--- config.mk ---
export PLATFORM = sky130hd
export DESIGN_NAME = result_bus_arbiter
export DESIGN_NICKNAME = d
export VERILOG_FILES = /design/src/rtl/result_bus_arbiter_pkg.sv /design/src/rtl/result_bus_arbiter_picker.sv /design/src/rtl/result_bus_arbiter.sv
export SDC_FILE = /design/constraint.sdc
export NUM_CORES = 1
export LEC_CHECK = 0
export BUFFER_PORTS_ARGS = -buffer_cell sky130_fd_sc_hd__clkbuf_2
export CAP_MARGIN = 30
export CORE_MARGIN = 1.5
export CORE_UTILIZATION = 40
export DETAILED_ROUTE_END_ITERATION = 12
export PLACE_DENSITY = 0.77
export SETUP_SLACK_MARGIN = 0.5
export SYNTH_ARGS = -nofsm -noshare
export SYNTH_HDL_FRONTEND = slang
export SYNTH_HIERARCHICAL = 1
export SYNTH_SLANG_ARGS = --single-unit
export TNS_END_PERCENT = 30
--- constraint.sdc ---
create_clock -name clock -period 5 [get_ports clock]
set_input_delay 0.25 -clock clock [delete_from_list [all_inputs] [get_ports clock]]
set_output_delay 0.25 -clock clock [all_outputs]
set_load 0.02 [all_outputs]
--- src/rtl/result_bus_arbiter_pkg.sv ---
// Shared flat-array helper macros and configuration checks for the result bus arbiter.
`ifndef RESULT_BUS_ARBITER_MACROS
`define RESULT_BUS_ARBITER_MACROS
`define FLAT_ARRAY(width, count) [(width)*(count)-1:0]
`define ARRAY(width, count) [(count)-1:0][(width)-1:0]
`define NORMAL_EQUALS_FLAT(normal, flat) assign normal = flat;
`endif

package result_bus_arbiter_pkg;

  localparam int unsigned MAX_BUS_COUNT = 4;

  // True when an index of the given width can address every station.
  function automatic bit index_size_ok(input int unsigned count, input int unsigned bits);
    return (count <= 1) || (bits >= $clog2(count));
  endfunction

endpackage

--- src/rtl/result_bus_arbiter_picker.sv ---
// Circular first-ready picker: scans from a start index, skipping stations already taken.
module circular_priority_picker
  import result_bus_arbiter_pkg::*;
#(
  parameter int COUNT      = 4,
  parameter int INDEX_SIZE = 2
) (
  input  logic [COUNT-1:0]      i_request,
  input  logic [INDEX_SIZE-1:0] i_start,
  input  logic [COUNT-1:0]      i_taken,
  output logic                  o_found,
  output logic [INDEX_SIZE-1:0] o_index
);

  logic [INDEX_SIZE-1:0] w_scan;

  always_comb begin
    o_found = 1'b0;
    o_index = '0;
    w_scan  = i_start;
    for (int off = 0; off < COUNT; off++) begin
      if (!o_found && i_request[w_scan] && !i_taken[w_scan]) begin
        o_found = 1'b1;
        o_index = w_scan;
      end
      w_scan = (w_scan == INDEX_SIZE'(COUNT - 1)) ? '0 : w_scan + 1'b1;
    end
  end

endmodule

--- src/rtl/result_bus_arbiter.sv ---
// Round-robin driver of the common result bus: grants up to BUS_COUNT ready stations per
// cycle, releases them combinationally and presents their results one cycle later.
module result_bus_arbiter
  import result_bus_arbiter_pkg::*;
#(
  parameter int SIZE               = 32,
  parameter int STATION_COUNT      = 4,
  parameter int STATION_INDEX_SIZE = 2,
  parameter int BUS_COUNT          = 1
) (
  input  logic                                              clock,
  input  logic                                              reset,
  input  logic `FLAT_ARRAY(1, STATION_COUNT)                station_ready,
  input  logic `FLAT_ARRAY(SIZE, STATION_COUNT)             station_result,
  output logic `FLAT_ARRAY(1, STATION_COUNT)                station_release,
  output logic `FLAT_ARRAY(1, BUS_COUNT)                    bus_asserted,
  output logic `FLAT_ARRAY(STATION_INDEX_SIZE, BUS_COUNT)   bus_source,
  output logic `FLAT_ARRAY(SIZE, BUS_COUNT)                 bus_value
);

  // A misconfigured instance never grants, so the fault is visible rather than silent.
  localparam bit CONFIG_OK = index_size_ok(STATION_COUNT, STATION_INDEX_SIZE)
                             && (BUS_COUNT >= 1) && (BUS_COUNT <= MAX_BUS_COUNT)
                             && (STATION_COUNT >= BUS_COUNT) && (STATION_COUNT >= 2);

  logic `ARRAY(SIZE, STATION_COUNT) w_results;
  `NORMAL_EQUALS_FLAT(w_results, station_result)

  logic [STATION_INDEX_SIZE-1:0] r_rr_pointer;
  logic [BUS_COUNT-1:0]          w_found;
  logic [STATION_INDEX_SIZE-1:0] w_pick [BUS_COUNT];
  logic                          w_enable;
  logic [STATION_INDEX_SIZE-1:0] w_last_pick;
  logic                          w_any_grant;

  assign w_enable = CONFIG_OK && !reset;

  genvar gi;
  generate
    for (gi = 0; gi < BUS_COUNT; gi++) begin : g_bus
      logic [STATION_COUNT-1:0]      w_mask_in;
      logic [STATION_COUNT-1:0]      w_mask_out;
      logic                          w_hit;
      logic [STATION_INDEX_SIZE-1:0] w_index;
      logic                          r_asserted;
      logic [STATION_INDEX_SIZE-1:0] r_source;
      logic [SIZE-1:0]               r_value;

      // Each stage starts at the pointer but skips every earlier stage's pick.
      if (gi == 0) begin : g_first
        assign w_mask_in = '0;
      end else begin : g_next
        assign w_mask_in = g_bus[gi-1].w_mask_out;
      end

      circular_priority_picker #(
        .COUNT      (STATION_COUNT),
        .INDEX_SIZE (STATION_INDEX_SIZE)
      ) u_picker (
        .i_request (station_ready),
        .i_start   (r_rr_pointer),
        .i_taken   (w_mask_in),
        .o_found   (w_hit),
        .o_index   (w_index)
      );

      assign w_mask_out  = w_mask_in | (w_hit ? (STATION_COUNT'(1) << w_index) : '0);
      assign w_found[gi] = w_hit && w_enable;
      assign w_pick[gi]  = w_index;

      always_ff @(posedge clock) begin
        if (reset) begin
          r_asserted <= 1'b0;
          r_source   <= '0;
          r_value    <= '0;
        end else begin
          r_asserted <= w_found[gi];
          if (w_found[gi]) begin
            r_source <= w_index;
            r_value  <= w_results[w_index];
          end
        end
      end

      assign bus_asserted[gi]                                          = r_asserted;
      assign bus_source[gi*STATION_INDEX_SIZE +: STATION_INDEX_SIZE]   = r_source;
      assign bus_value[gi*SIZE +: SIZE]                                = r_value;
    end
  endgenerate

  assign station_release = w_enable ? g_bus[BUS_COUNT-1].w_mask_out : '0;

  // Buses fill in order, so the last found pick is the highest-numbered granted bus.
  always_comb begin
    w_any_grant = 1'b0;
    w_last_pick = r_rr_pointer;
    for (int k = 0; k < BUS_COUNT; k++) begin
      if (w_found[k]) begin
        w_any_grant = 1'b1;
        w_last_pick = w_pick[k];
      end
    end
  end

  always_ff @(posedge clock) begin
    if (reset) begin
      r_rr_pointer <= '0;
    end else if (w_any_grant) begin
      r_rr_pointer <= (w_last_pick == STATION_INDEX_SIZE'(STATION_COUNT - 1)) ?
                      '0 : w_last_pick + 1'b1;
    end
  end

endmodule

==> Yosys cells after proc, flatten, opt, wreduce, memory -nomap -nowiden <==
Cells that the tools add are included.
{ "classes": {"eq_ne": 4, "n_addsub": 4, "shift": 1, "n_reduce_logical": 16, "n_mux": 34, "magnitude_cmp": 5} }
{ "op_table": {"columns": ["operator", "n"], "rows": [
  ["$bmux W32 S2", 1],
  ["$mux W32", 1],
  ["$mux W2", 9],
  ["$bmux W1 S2", 8],
  ["$lt A2 B3 Y1 const B", 5],
  ["$mux W1", 13],
  ["$add A2 B1 Y2 const B", 4],
  ["$eq A2 B2 Y1 const B", 4],
  ["$logic_and A1 B1 Y1", 8],
  ["$logic_not A1 Y1", 8],
  ["$mux W4", 2],
  ["$shl A1 B2 Y4 const A", 1]
]} }
{ "word_totals": {"input_bits": 134, "register_bits": 37, "output_inout_bits": 39, "elab_cells": 68} }

==> Longest topological paths before layout <==
Gate-level depths: netlist of the first run.
{ "logic_depth": {"depth_word": 21, "mapped_depth": 10, "depth_no_buf": 8} }

==> Cells and area by module <==
The synthesis of the first run kept the hierarchy.
{ "modules_own_cells": {"columns": ["module", "n_inst", "seq_area_each_um2", "area_each_um2", "cells_each"], "rows": [
  ["result_bus_arbiter", 1, 740.7, 2374.8, 207],
  ["circular_priority_picker", 1, 0.0, 287.8, 41]
]} }

==> Worst setup path after synthesis of the first run <==
Ideal clock, no wire load.
{ "synth_timing": {"kind": "flip-flop to output port", "startpoint": "register r_rr_pointer[0]", "endpoint": "output station_release[0] (netlist name)", "t_required_ns": 4.750, "n_path_buf": 2, "setup_slack_ns": 2.501, "arrival_time_ns": 2.249, "stages_incl_launch_ff": 11, "path_cell_list": "dfxtp_1 > ha_1 > nand3b_1 > a21oi_1 > o31a_2 > a2bb2oi_1 > o21ai_1 > or3b_1 > buf_2 > buf_6 > nor2_1"} }
{ "synth_lines": {"columns": ["element", "line_no", "text"], "rows": [
  ["start: declaration", "result_bus_arbiter.sv:29", "logic [STATION_INDEX_SIZE-1:0] r_rr_pointer;"],
  ["start signal: assignment", "result_bus_arbiter.sv:109", "r_rr_pointer <= (w_last_pick == STATION_INDEX_SIZE'(STATION_COUNT - 1)) ?"],
  ["end: declaration", "result_bus_arbiter.sv:15", "output logic `FLAT_ARRAY(1, STATION_COUNT) station_release,"]
]} }

==> results of run 1 <==
## cell usage in the layout (no fill, tap or decap), drive strengths merged, types with 2 or more instances in the layout
cell type    n
o21ai        3
nor2        10
conb         9
a21oi        4
nand4        2
or3b        33
dfxtp       37
clkbuf     179
nand2        6
o221ai      32
buf          5
nor2b        4
o211ai       3
nand3b       2
nand2b       6
mux2i       69
## per-layer routing
layer / up-vias / share of wire
met3: 6 / 0.049
met5: - / 0
met1: 1193 / 0.40
met4: 0 / 0.0079
met2: 92 / 0.55
li1: 1287 / -
## area by class of cell
cell class	instances	area [um2]	area share
multi-input cells	194	1810	0.492
repair buffers	177	938	0.256
flip-flops and latches	37	741	0.202
well taps	77	96.3	0.0262
clock buffers	7	86.3	0.0235
inverters	1	3.75	0.00102
## through the flow
stage	worst slack, ns	area, um2	cells	util	hold slack (ns)
6_report	1.12	3670	493	0.575	0.283
5_1_grt	0.868	3670	493	0.575	0.288
4_1_cts	1.01	3640	492	0.571	0.280
3_5_place_dp	1.33	3560	485	0.557	0.487
3_3_place_gp	1.37	3530	484	0.553	0.492
2_1_floorplan	2.50	2690	256	-	0.469
## state kept, by name, summed over array words and instances, names as in the netlist
name	count
bus_source	2
bus_value	32
r_rr_pointer	2
bus_asserted	1
## report_power, final
group | internal (mW) | switching [mW]
logic | 0.679 | 0.828
registers | 0.410 | 0.0646
clock network | 0.109 | 0.0974
total | 1.20 | 0.990
## tightest hold or removal path: cells and delay by family
family | cells | cell delay, ns
buffers and inverters | 1 | 0.07
AOI/OAI and AO/OA | 1 | 0.14
muxes | 1 | 0.07
## how the worst max path moves through the flow
stage | end | from
2_1_floorplan | station_release[0] | r_rr_pointer[0]$_SDFFE_PP0P_
3_3_place_gp | station_release[1] | r_rr_pointer[0]$_SDFFE_PP0P_
3_5_place_dp | station_release[0] | r_rr_pointer[0]$_SDFFE_PP0P_
4_1_cts | station_release[0] | r_rr_pointer[0]$_SDFFE_PP0P_
5_1_grt | station_release[0] | r_rr_pointer[0]$_SDFFE_PP0P_
6_report | station_release[0] | r_rr_pointer[0]$_SDFFE_PP0P_
## cell families (layout without fill, tap and decap cells)
kind of cell | count (synthesis) | count (layout)
compound gates | 47 | 47
xor+xnor | 1 | 1
fa+ha+maj | 1 | 1
buf+inv | 25 | 185
flops | 37 | 37
mux | 71 | 71
other cells | 1 | 9
simple gates | 65 | 65
==> summary.md, run 1 <==
| Metric | Value |
|---|---|
| DR vias | `2578` |
| Top cell family by delay on the critical path | `simple AND/OR/NAND/NOR gates` |
| Peak VDD IR | `398 uV` |
| Most frequent CP cell | `buf_16` |
| WL per Instance | `14.6 um` |
| Worst Path Arrival | `3.63 ns` |
| Relative slew slack | `0.547` |
| Global-route met1 utilization | `0.231` |
| Detailed Route WL | `7.18 mm` |
| Worst path depth | `10` |
| Slowest-stage cell, CP | `or3b_2` |
| Via density | `5.23` |
| CTS tree | `built` |
| Post-cts sizing count | `0` |
| Simple-gate portion of the synthesized area | `0.171` |
| Reg2reg setup slack | `1.58 ns` |
| GRT Total Usage | `0.195` |
| Compound-Gate Fraction of Synth Area | `0.210` |
| Worst EP required | `4.75 ns` |
| Yosys top cell by area | `dfxtp_1` |
| XOR/XNOR share of the synthesized area | `0.00329` |
| CORE AREA | `0.00639 mm2` |
| Largest cells by area after synthesis | `dfxtp_1 (28%), mux2i_1 (26%), o221ai_2 (16%), or3b_2 (11%), buf_6 (3.0%)` |
| Antenna violations before repair | `0` |
| First-pass GRT wire length | `11.4 mm` |
| Setup CP Type | `reg2out` |
| PwrDens | `596 mW/mm2` |
| Final Hold Viols | `0` |
| Met3 Use GR | `0.0403` |
| Reg clk slew, reported paths | `0.07 ns` |
| Worst-path cell chain | `ha_1, nand3b_1, a21oi_1, or3_1, a211o_1, buf_16, or3b_2, buf_16, nor2_1, clkbuf_2` |
| Clock latency on the worst-skew pair | `0.28 ns` |
| Area grow syn2layout | `37.9%` |
| Leakage | `1.73 nW` |
| Final max-slew violation count | `0` |
| Seq/Total Area, Yosys | `0.278` |
| Final Cycle Share | `0.777` |
| Worst slew pin tran | `0.680 ns` |
| Cells after synthesis | `248` |
| Hold Startpoint | `station_result[1]` |
| Hold/Removal Path Class | `in2reg` |
| RSZ-0062 raised after global routing | `false` |
| Asr flop ratio synth | `0` |
| Max_cap viols | `0` |
| Synth top area share | `0.278` |
| M2 GR Usage | `0.359` |
| Cell Rows | `29` |
| Layout cells sized above 1 | `0.603` |
| TritonCTS Buffers | `5` |
| Routability congestion estimate | `0.883` |
| Gr ovfl total | `0` |
| NumNets Final | `551` |
| Pin count of the biggest net entering global routing | `40` |
| CP startpoint kind | `register` |
| Hold path cells | `3` |
| Final Skew | `0.00913 ns` |
| # setup viols final | `0` |
| Clk buf depth | `2` |
| Die X-Extent | `84.6 um` |
| Synthesized area | `0.00266 mm2` |
| Adder-Cell Fraction of Synth Area | `0.00470` |
| DP Wirelength | `5.61 mm` |
| Crit path max fanout | `24` |
| Reg-to-reg endpoint | `bus_value[18]$_SDFFE_PP0P_` |
| Count of buffers from port buffering | `172` |
| Drt drc | `0` |
| Clk root buf | `clkbuf_8` |
| Worst path bufs/invs | `3` |
| Io pins | `173` |
| Unique cell type count in the Yosys netlist | `34` |
| Fillcell total | `582` |
| H-tree depth | `2` |
| Critical path endpoint category | `output pin` |
| Depth of the most critical reg-to-reg path | `9` |
| Die area | `0.00715 mm2` |
| Achievable Freq | `258 MHz` |
| Mux share of post-synthesis cell area | `0.272` |
| Total power | `2.19 mW` |
| R2r startpoint | `r_rr_pointer[0]$_SDFFE_PP0P_` |
| Largest family of logic cells by synthesized area | `multiplexers` |
| Final Critical Period | `3.88 ns` |
| Flops & latches, synth | `37` |
| Most frequent cell after synthesis | `mux2i_1` |
| Hold Path Sink | `bus_value[1]$_SDFFE_PP0P_` |
| Max stage delay on crit path | `0.72 ns` |
| Syn Area/Cell | `10.7 um2` |
| Top FF cell, synth | `dfxtp_1` |
| YS warnings | `6` |
| Final ANT Viol Nets | `0` |
| Setup TNS Final | `0 ns` |
| CTS Sinks | `37` |
| Number of post-CTS setup repair buffers | `0` |
| Synth cell count leaders | `mux2i_1 (69), dfxtp_1 (37), or3b_2 (32), o221ai_2 (28), nor2_1 (10)` |
| Status | `finished, final reports clean` |
| N_diodes | `0` |
| Vias in the first global route | `2446` |
| Hold-fix buffers at CTS | `0` |
| EDFF count, synth | `0` |
| Drt pass-1 iters | `7` |
| Die height | `84.6 um` |
| Initial Util | `0.417` |
| Most Crowded Layer GR | `met2` |
| DRT iter0 DRCs | `71` |
Power figures use the tool's default switching activity.
==> run 2, diff against run 1 <==
==> constraint.sdc (replaced) <==
create_clock -name clock -period 3.8 [get_ports clock]
set_input_delay 0.19 -clock clock [delete_from_list [all_inputs] [get_ports clock]]
set_output_delay 0.19 -clock clock [all_outputs]
set_load 0.02 [all_outputs]
==> run 2 against run 1 <==
Worst hold slack got worse by 0.068 ns; total power up 30%; sequential cell count did not move; setup slack lost 0.33 ns; critical path depth shrank 1; non-clock buffer count increased by 1; utilization decreased by 0.16 points; cell count up 0.41%; critical path type unchanged; highest routed layer unchanged.
==> summary.md, run 2 (same netlist as run 1, synthesis figures left out) <==
| Metric | Value |
|---|---|
| Status | `finished, final reports clean` |
| WL per Instance | `14.7 um (+0.93%)` |
| DR vias | `2576 (-0.078%)` |
| N_diodes | `0 (unchanged)` |
| Drt pass-1 iters | `4 (-3)` |
| H-tree depth | `2 (unchanged)` |
| Worst slew pin tran | `0.715 ns (+0.0354 ns)` |
| Critical path endpoint category | `output pin` |
| CP startpoint kind | `register` |
| Clk root buf | `clkbuf_8` |
| Worst path depth | `9 (-1)` |
| Leakage | `1.73 nW (about the same)` |
| Max_cap viols | `0 (unchanged)` |
| Final Critical Period | `3.02 ns` |
| CTS Sinks | `37 (unchanged)` |
| Depth of the most critical reg-to-reg path | `9 (unchanged)` |
| Relative slew slack | `0.523 (-0.0236)` |
| Worst Path Arrival | `2.83 ns (-0.80 ns)` |
| Io pins | `173 (unchanged)` |
| Crit path max fanout | `19 (-21%)` |
| Area grow syn2layout | `37.5%` |
| DRT iter0 DRCs | `72 (+1.4%)` |
| Peak VDD IR | `494 uV (+24%)` |
| Count of buffers from port buffering | `172 (unchanged)` |
| Final Hold Viols | `0 (unchanged)` |
| Top cell family by delay on the critical path | `simple AND/OR/NAND/NOR gates` |
| NumNets Final | `552 (+0.18%)` |
| CORE AREA | `0.00639 mm2 (unchanged)` |
| Vias in the first global route | `2597 (+6.2%)` |
| Die X-Extent | `84.6 um (unchanged)` |
| Gr ovfl total | `0 (unchanged)` |
| Reg clk slew, reported paths | `0.07 ns (about the same)` |
| First-pass GRT wire length | `11.7 mm (+2.3%)` |
| Layout cells sized above 1 | `0.603 (about the same)` |
| Commonest non-fill, non-tap cell in the layout | `clkbuf_2` |
| Slowest-stage cell, CP | `dfxtp_2` |
| Hold path cells | `3 (unchanged)` |
| Final Cycle Share | `0.794` |
| Final Skew | `0.00402 ns (-0.00511 ns)` |
| Final ANT Viol Nets | `0 (unchanged)` |
| PwrDens | `780 mW/mm2 (+31%)` |
| Setup CP Type | `reg2out` |
| TritonCTS Buffers | `5 (unchanged)` |
| Antenna violations before repair | `0 (unchanged)` |
| Max reg flops | `32 (unchanged)` |
| Worst EP required | `3.61 ns (-1.14 ns)` |
| GRT Total Usage | `0.199 (+0.00385)` |
| Most frequent cells in the layout | `clkbuf_2 (172), mux2i_1 (68), dfxtp_1 (36)` |
| Hold/Removal Path Class | `in2reg` |
| Max stage delay on crit path | `0.39 ns (-0.33 ns)` |
| Fillcell total | `561 (-3.6%)` |
| Worst-path cell chain | `ha_1, nor2_1, nand2_1, o31a_2, a2bb2oi_1, o21ai_1, nand3b_4, nor2_1, clkbuf_2` |
| RSZ-0062 raised after global routing | `false` |
| Most frequent CP cell | `nor2_1` |
| Total power | `2.85 mW (+30%)` |
| Detailed Route WL | `7.28 mm (+1.3%)` |
| Via density | `5.20 (-0.48%)` |
| Achievable Freq | `332 MHz` |
| Worst path bufs/invs | `1 (-2)` |
| Clk buf depth | `2 (unchanged)` |
| Drt drc | `0 (unchanged)` |
| DP Wirelength | `5.53 mm (-1.4%)` |
| Die area | `0.00715 mm2 (unchanged)` |
| Cell Rows | `29 (unchanged)` |
| Initial Util | `0.417 (unchanged)` |
| Clock latency on the worst-skew pair | `0.28 ns (about the same)` |
| Routability congestion estimate | `0.870 (-1.5%)` |
| CTS tree | `built` |
| Final max-slew violation count | `0 (unchanged)` |
| Pin count of the biggest net entering global routing | `40 (unchanged)` |
| Setup TNS Final | `0 ns (unchanged)` |
| Die height | `84.6 um (unchanged)` |
| # setup viols final | `0 (unchanged)` |
| Hold-fix buffers at CTS | `0 (unchanged)` |
[run 2: final timing paths]
check	slack [ns]	startpoint	end
worst max-delay path	0.78	r_rr_pointer[0]$_SDFFE_PP0P_	station_release[2]
worst min-delay path	0.22	station_result[18]	bus_value[18]$_SDFFE_PP0P_
worst max register to register	0.93	r_rr_pointer[0]$_SDFFE_PP0P_	bus_value[0]$_SDFFE_PP0P_
worst min register to register	0.50	bus_source[0]$_SDFFE_PP0P_	bus_source[0]$_SDFFE_PP0P_
[run 2: layout make-up]
type	instances	area, um2	share of cell area
multi-input cells	194	1820	0.496
repair buffers	178	922	0.252
well taps	77	96.3	0.0263
flip-flops and latches	37	742	0.203
inverters	1	3.75	0.00103
clock buffers	8	80.1	0.0219
[run 2: what timing repair did]
| item | 4_1_cts | 5_1_grt |
|---|---|---|
| resized for setup | 1 | 3 |
| pin swaps | 0 | 0 |
| buffers inserted | 0 | 0 |
| setup endpoints to repair | 2 | 4 |
[run 2: worst min-delay path, stage by stage]
cell and delay, ns:
clkbuf_2 0.08, mux2i_1 0.05, o221ai_1 0.14
[run 2: routing by layer]
| layer | GRT usage | vias up | routed length (um) | part of all wire |
|---|---|---|---|---|
| met5 | 0 | - | 0 | 0 |
| met4 | 0.0499 | 0 | 79 | 0.011 |
| met3 | 0.0344 | 11 | 374 | 0.051 |
| met2 | 0.380 | 94 | 3860 | 0.53 |
| met1 | 0.228 | 1189 | 2960 | 0.41 |
| li1 | - | 1282 | - | - |
[run 2: report_power, final]
| part | internal (mW) | leakage (nW) | switching, mW |
|---|---|---|---|
| clock network | 0.131 | 0.0395 | 0.136 |
| registers | 0.540 | 0.307 | 0.0829 |
| logic | 0.870 | 1.38 | 1.09 |
| total | 1.54 | 1.73 | 1.31 |
[run 2: metrics by stage]
step	worst slack, ns	utilization	area, um2	hold WS, ns	cells
2_1_floorplan	1.36	-	2690	0.409	256
3_3_place_gp	0.869	0.558	3560	0.475	487
3_5_place_dp	0.797	0.558	3560	0.491	487
4_1_cts	0.495	0.571	3650	0.210	495
5_1_grt	0.553	0.573	3660	0.220	495
6_report	0.784	0.573	3660	0.215	495
==> run 3, diff against run 2 <==
--- a/config.mk
+++ b/config.mk
@@ -5,12 +5,13 @@
 export SDC_FILE = /design/constraint.sdc
 export NUM_CORES = 1
 export LEC_CHECK = 0
+export ABC_AREA = 1
 export BUFFER_PORTS_ARGS = -buffer_cell sky130_fd_sc_hd__clkbuf_2
 export CAP_MARGIN = 30
 export CORE_MARGIN = 1.5
 export CORE_UTILIZATION = 40
 export DETAILED_ROUTE_END_ITERATION = 12
-export PLACE_DENSITY = 0.77
+export PLACE_DENSITY = 0.75
 export SETUP_SLACK_MARGIN = 0.5
 export SYNTH_ARGS = -nofsm -noshare
 export SYNTH_HDL_FRONTEND = slang
==> constraint.sdc (replaced) <==
create_clock -name clock -period 2.95 [get_ports clock]
set_input_delay 0.1475 -clock clock [delete_from_list [all_inputs] [get_ports clock]]
set_output_delay 0.1475 -clock clock [all_outputs]
set_load 0.02 [all_outputs]
==> run 3 against run 2 <==
Sequential share of layout area fell by 3.2 points; clock power rose by 76%; design area rose by 20%; area after synthesis rose by 6.8%; sequential power rose by 15%; first-iteration DRC count rose by 81%; total power rose by 120%.
==> summary.md, run 3 <==
| Metric | Value |
|---|---|
| Seq/Total Area, Yosys | `0.261 (-0.0176)` |
| Layout cells sized above 1 | `0.340 (-0.263)` |
| CTS Sinks | `37 (unchanged)` |
| Final Hold Viols | `0 (unchanged)` |
| Setup TNS Final | `0 ns (unchanged)` |
| # setup viols final | `0 (unchanged)` |
| Clk buf depth | `2 (unchanged)` |
| Hold/Removal Path Class | `in2reg` |
| Clock latency on the worst-skew pair | `0.30 ns (+0.02 ns)` |
| NumNets Final | `866 (+57%)` |
| N_diodes | `0 (unchanged)` |
| Crit path max fanout | `7 (-12)` |
| CP startpoint kind | `register` |
| Hold path cells | `2 (-1)` |
| Worst Path Arrival | `2.25 ns (-0.58 ns)` |
| Pin count of the biggest net entering global routing | `34 (-15%)` |
| Worst hold margin | `0.120 ns (-0.0951 ns)` |
| H-tree depth | `2 (unchanged)` |
| Synth cell count leaders | `nand2_1 (344), inv_1 (49), nand3_1 (40), dfxtp_1 (37), buf_2 (13)` |
| Max reg flops | `32 (unchanged)` |
| CORE AREA | `0.00683 mm2 (+7.0%)` |
| EDFF count, synth | `0 (unchanged)` |
| Most frequent cell after synthesis | `nand2_1` |
| Drt pass-1 iters | `6 (+2)` |
| Fillcell total | `635 (+13%)` |
| Critical path endpoint category | `output pin` |
| Post-route setup slack | `0.549 ns (-0.236 ns)` |
| DR vias | `3831 (+49%)` |
| Dpl ws | `0.297 ns (-0.500 ns)` |
| Hold Path Sink | `r_rr_pointer[1]$_SDFFE_PP0P_` |
| Most frequent cells in the layout | `nand2_1 (339), clkbuf_2 (168), inv_1 (47)` |
| R2r startpoint | `r_rr_pointer[0]$_SDFFE_PP0P_` |
| First-pass GRT wire length | `14.5 mm (+24%)` |
| Final Util | `0.641 (+0.0674)` |
| Routability congestion estimate | `0.862 (-0.98%)` |
| Die X-Extent | `87.3 um (+3.2%)` |
| Drt drc | `0 (unchanged)` |
| Detailed Route WL | `9.85 mm (+35%)` |
| Syn Area/Cell | `5.27 um2 (-51%)` |
| Vias in the first global route | `3342 (+29%)` |
| Io pins | `173 (unchanged)` |
| Synth top area share | `0.454 (+0.176)` |
| Met2 Routed Length | `5.13 mm (+33%)` |
| Top FF cell, synth | `dfxtp_1` |
| Reg-to-reg endpoint | `bus_value[8]$_SDFFE_PP0P_` |
| Final Cycle Share | `0.814` |
| Via density | `4.63 (-11%)` |
| Unique cell type count in the Yosys netlist | `25 (-26%)` |
| Antenna violations before repair | `0 (unchanged)` |
| Final max-slew violation count | `0 (unchanged)` |
| Yosys top cell by area | `nand2_1` |
| Worst slew pin tran | `0.590 ns (-0.125 ns)` |
| Die height | `87.3 um (+3.2%)` |
| Hold Startpoint | `reset` |
| DRT iter0 DRCs | `130 (+81%)` |
| WL per Instance | `11.9 um (-19%)` |
| Depth of the most critical reg-to-reg path | `18 (+9)` |
| TritonCTS Buffers | `5 (unchanged)` |
| Final Skew | `0.0106 ns (+0.00659 ns)` |
| Leakage | `2.76 nW (+60%)` |
| Final ANT Viol Nets | `0 (unchanged)` |
| Met1 WL | `3.89 mm (+31%)` |
| Reg clk slew, reported paths | `0.08 ns (about the same)` |
| Clk root buf | `clkbuf_8` |
| RSZ-0062 raised after global routing | `true` |
| Flops & latches, synth | `37 (unchanged)` |
| DR WL met3 | `637 um (+70%)` |
| Asr flop ratio synth | `0 (unchanged)` |
| PwrDens | `1430 mW/mm2 (+83%)` |
| Synthesized area | `0.00284 mm2 (+6.8%)` |
| Max_cap viols | `0 (unchanged)` |
| Worst EP required | `2.80 ns (-0.81 ns)` |
| Gr ovfl total | `0 (unchanged)` |
| Highest metal used | `met4` |
| YS warnings | `6 (unchanged)` |
| Peak VDD IR | `860 uV (+74%)` |
| Hold-fix buffers at CTS | `0 (unchanged)` |
| Reg2reg setup slack | `0.61 ns (-0.32 ns)` |
| Initial Util | `0.416 (-0.000811)` |
| Relative slew slack | `0.606 (+0.0829)` |
| Status | `finished, final reports clean` |
| CTS tree | `built` |
| Largest cells by area after synthesis | `nand2_1 (45%), dfxtp_1 (26%), nand3_1 (7.0%), inv_1 (6.5%), buf_2 (2.3%)` |
| Setup CP Type | `reg2out` |
| DP Wirelength | `6.61 mm (+19%)` |
| Count of buffers from port buffering | `172 (unchanged)` |
| Cell Rows | `30 (+3.4%)` |
| Commonest non-fill, non-tap cell in the layout | `nand2_1` |
| Cells after synthesis | `539 (+120%)` |
| GRT Total Usage | `0.238 (+0.0392)` |
| Total power | `6.25 mW (+120%)` |
| Die area | `0.00762 mm2 (+6.5%)` |
| Achievable Freq | `416 MHz` |
| Area grow syn2layout | `54.0%` |
| Final Critical Period | `2.40 ns` |
## run 3: metrics by stage
stage,instances,instance area (um2)
2_1_floorplan,546,2870
3_3_place_gp,796,3790
3_5_place_dp,796,3790
4_1_cts,816,4100
5_1_grt,828,4380
6_report,828,4380
## run 3: repair_timing
action	in CTS	in global routing
cloned	2	3
endpoints found under the setup margin	37	35
buffers inserted	10	9
pin swaps	1	14
gates resized for setup	12	40
## run 3: kinds of logic (layout without fill, tap and decap cells)
kind of cell | Yosys count | count (layout) | share of synthesized area
adders and majority gates | 1 | 1 | 0.00440
DFF | 37 | 37 | 0.261
other | 1 | 8 | 0.00132
buffers and inverters | 79 | 265 | 0.117
AOI/OAI and AO/OA | 7 | 7 | 0.0172
and+or+nand+nor | 414 | 414 | 0.600
## run 3: worst max path at each step
stage,cells after the start,slack (ns),start,endpoint
final,14,0.55,r_rr_pointer[0]$_SDFFE_PP0P_,station_release[3]
after global routing,14,0.42,r_rr_pointer[0]$_SDFFE_PP0P_,station_release[3]
after CTS,15,0.51,r_rr_pointer[0]$_SDFFE_PP0P_,station_release[3]
after detailed placement,14,0.30,r_rr_pointer[0]$_SDFFE_PP0P_,station_release[2]
after global placement,14,0.39,r_rr_pointer[0]$_SDFFE_PP0P_,station_release[2]
after floorplan,13,0.57,r_rr_pointer[0]$_SDFFE_PP0P_,station_release[2]
## run 3: final cells by class
type	instances	area, um2	area share
Clock buffer	6	82.6	0.0189
Multi-Input combinational cell	430	1890	0.432
Inverter	53	204	0.0466
Timing Repair Buffer	204	1300	0.296
Clock inverter	2	37.5	0.00858
Sequential cell	37	746	0.170
Tap cell	96	120	0.0274
## run 3: routing by layer
metal,vias to the layer above,track usage
met5,-,0
met4,0,0.0851
met3,18,0.0483
met2,153,0.445
met1,1681,0.264
li1,1979,-
## run 3: power by group
| group | total [mW] | internal, mW | switching [mW] |
|---|---|---|---|
| clock | 0.471 | 0.275 | 0.196 |
| sequential | 0.718 | 0.639 | 0.0786 |
| combinational | 5.06 | 2.18 | 2.88 |
## run 3: worst max-delay path, stage by stage, from the launching register on
cell,delay [ns]
dfxtp_4,0.39
ha_4,0.18
nor2_4,0.17
buf_6,0.13
nor2_1,0.04
o21ai_1,0.15
nand2_2,0.09
inv_2,0.07
nand3b_1,0.15
nand3_4,0.11
inv_2,0.07
nor2_4,0.11
inv_1,0.06
nor2_1,0.09
buf_4,0.15
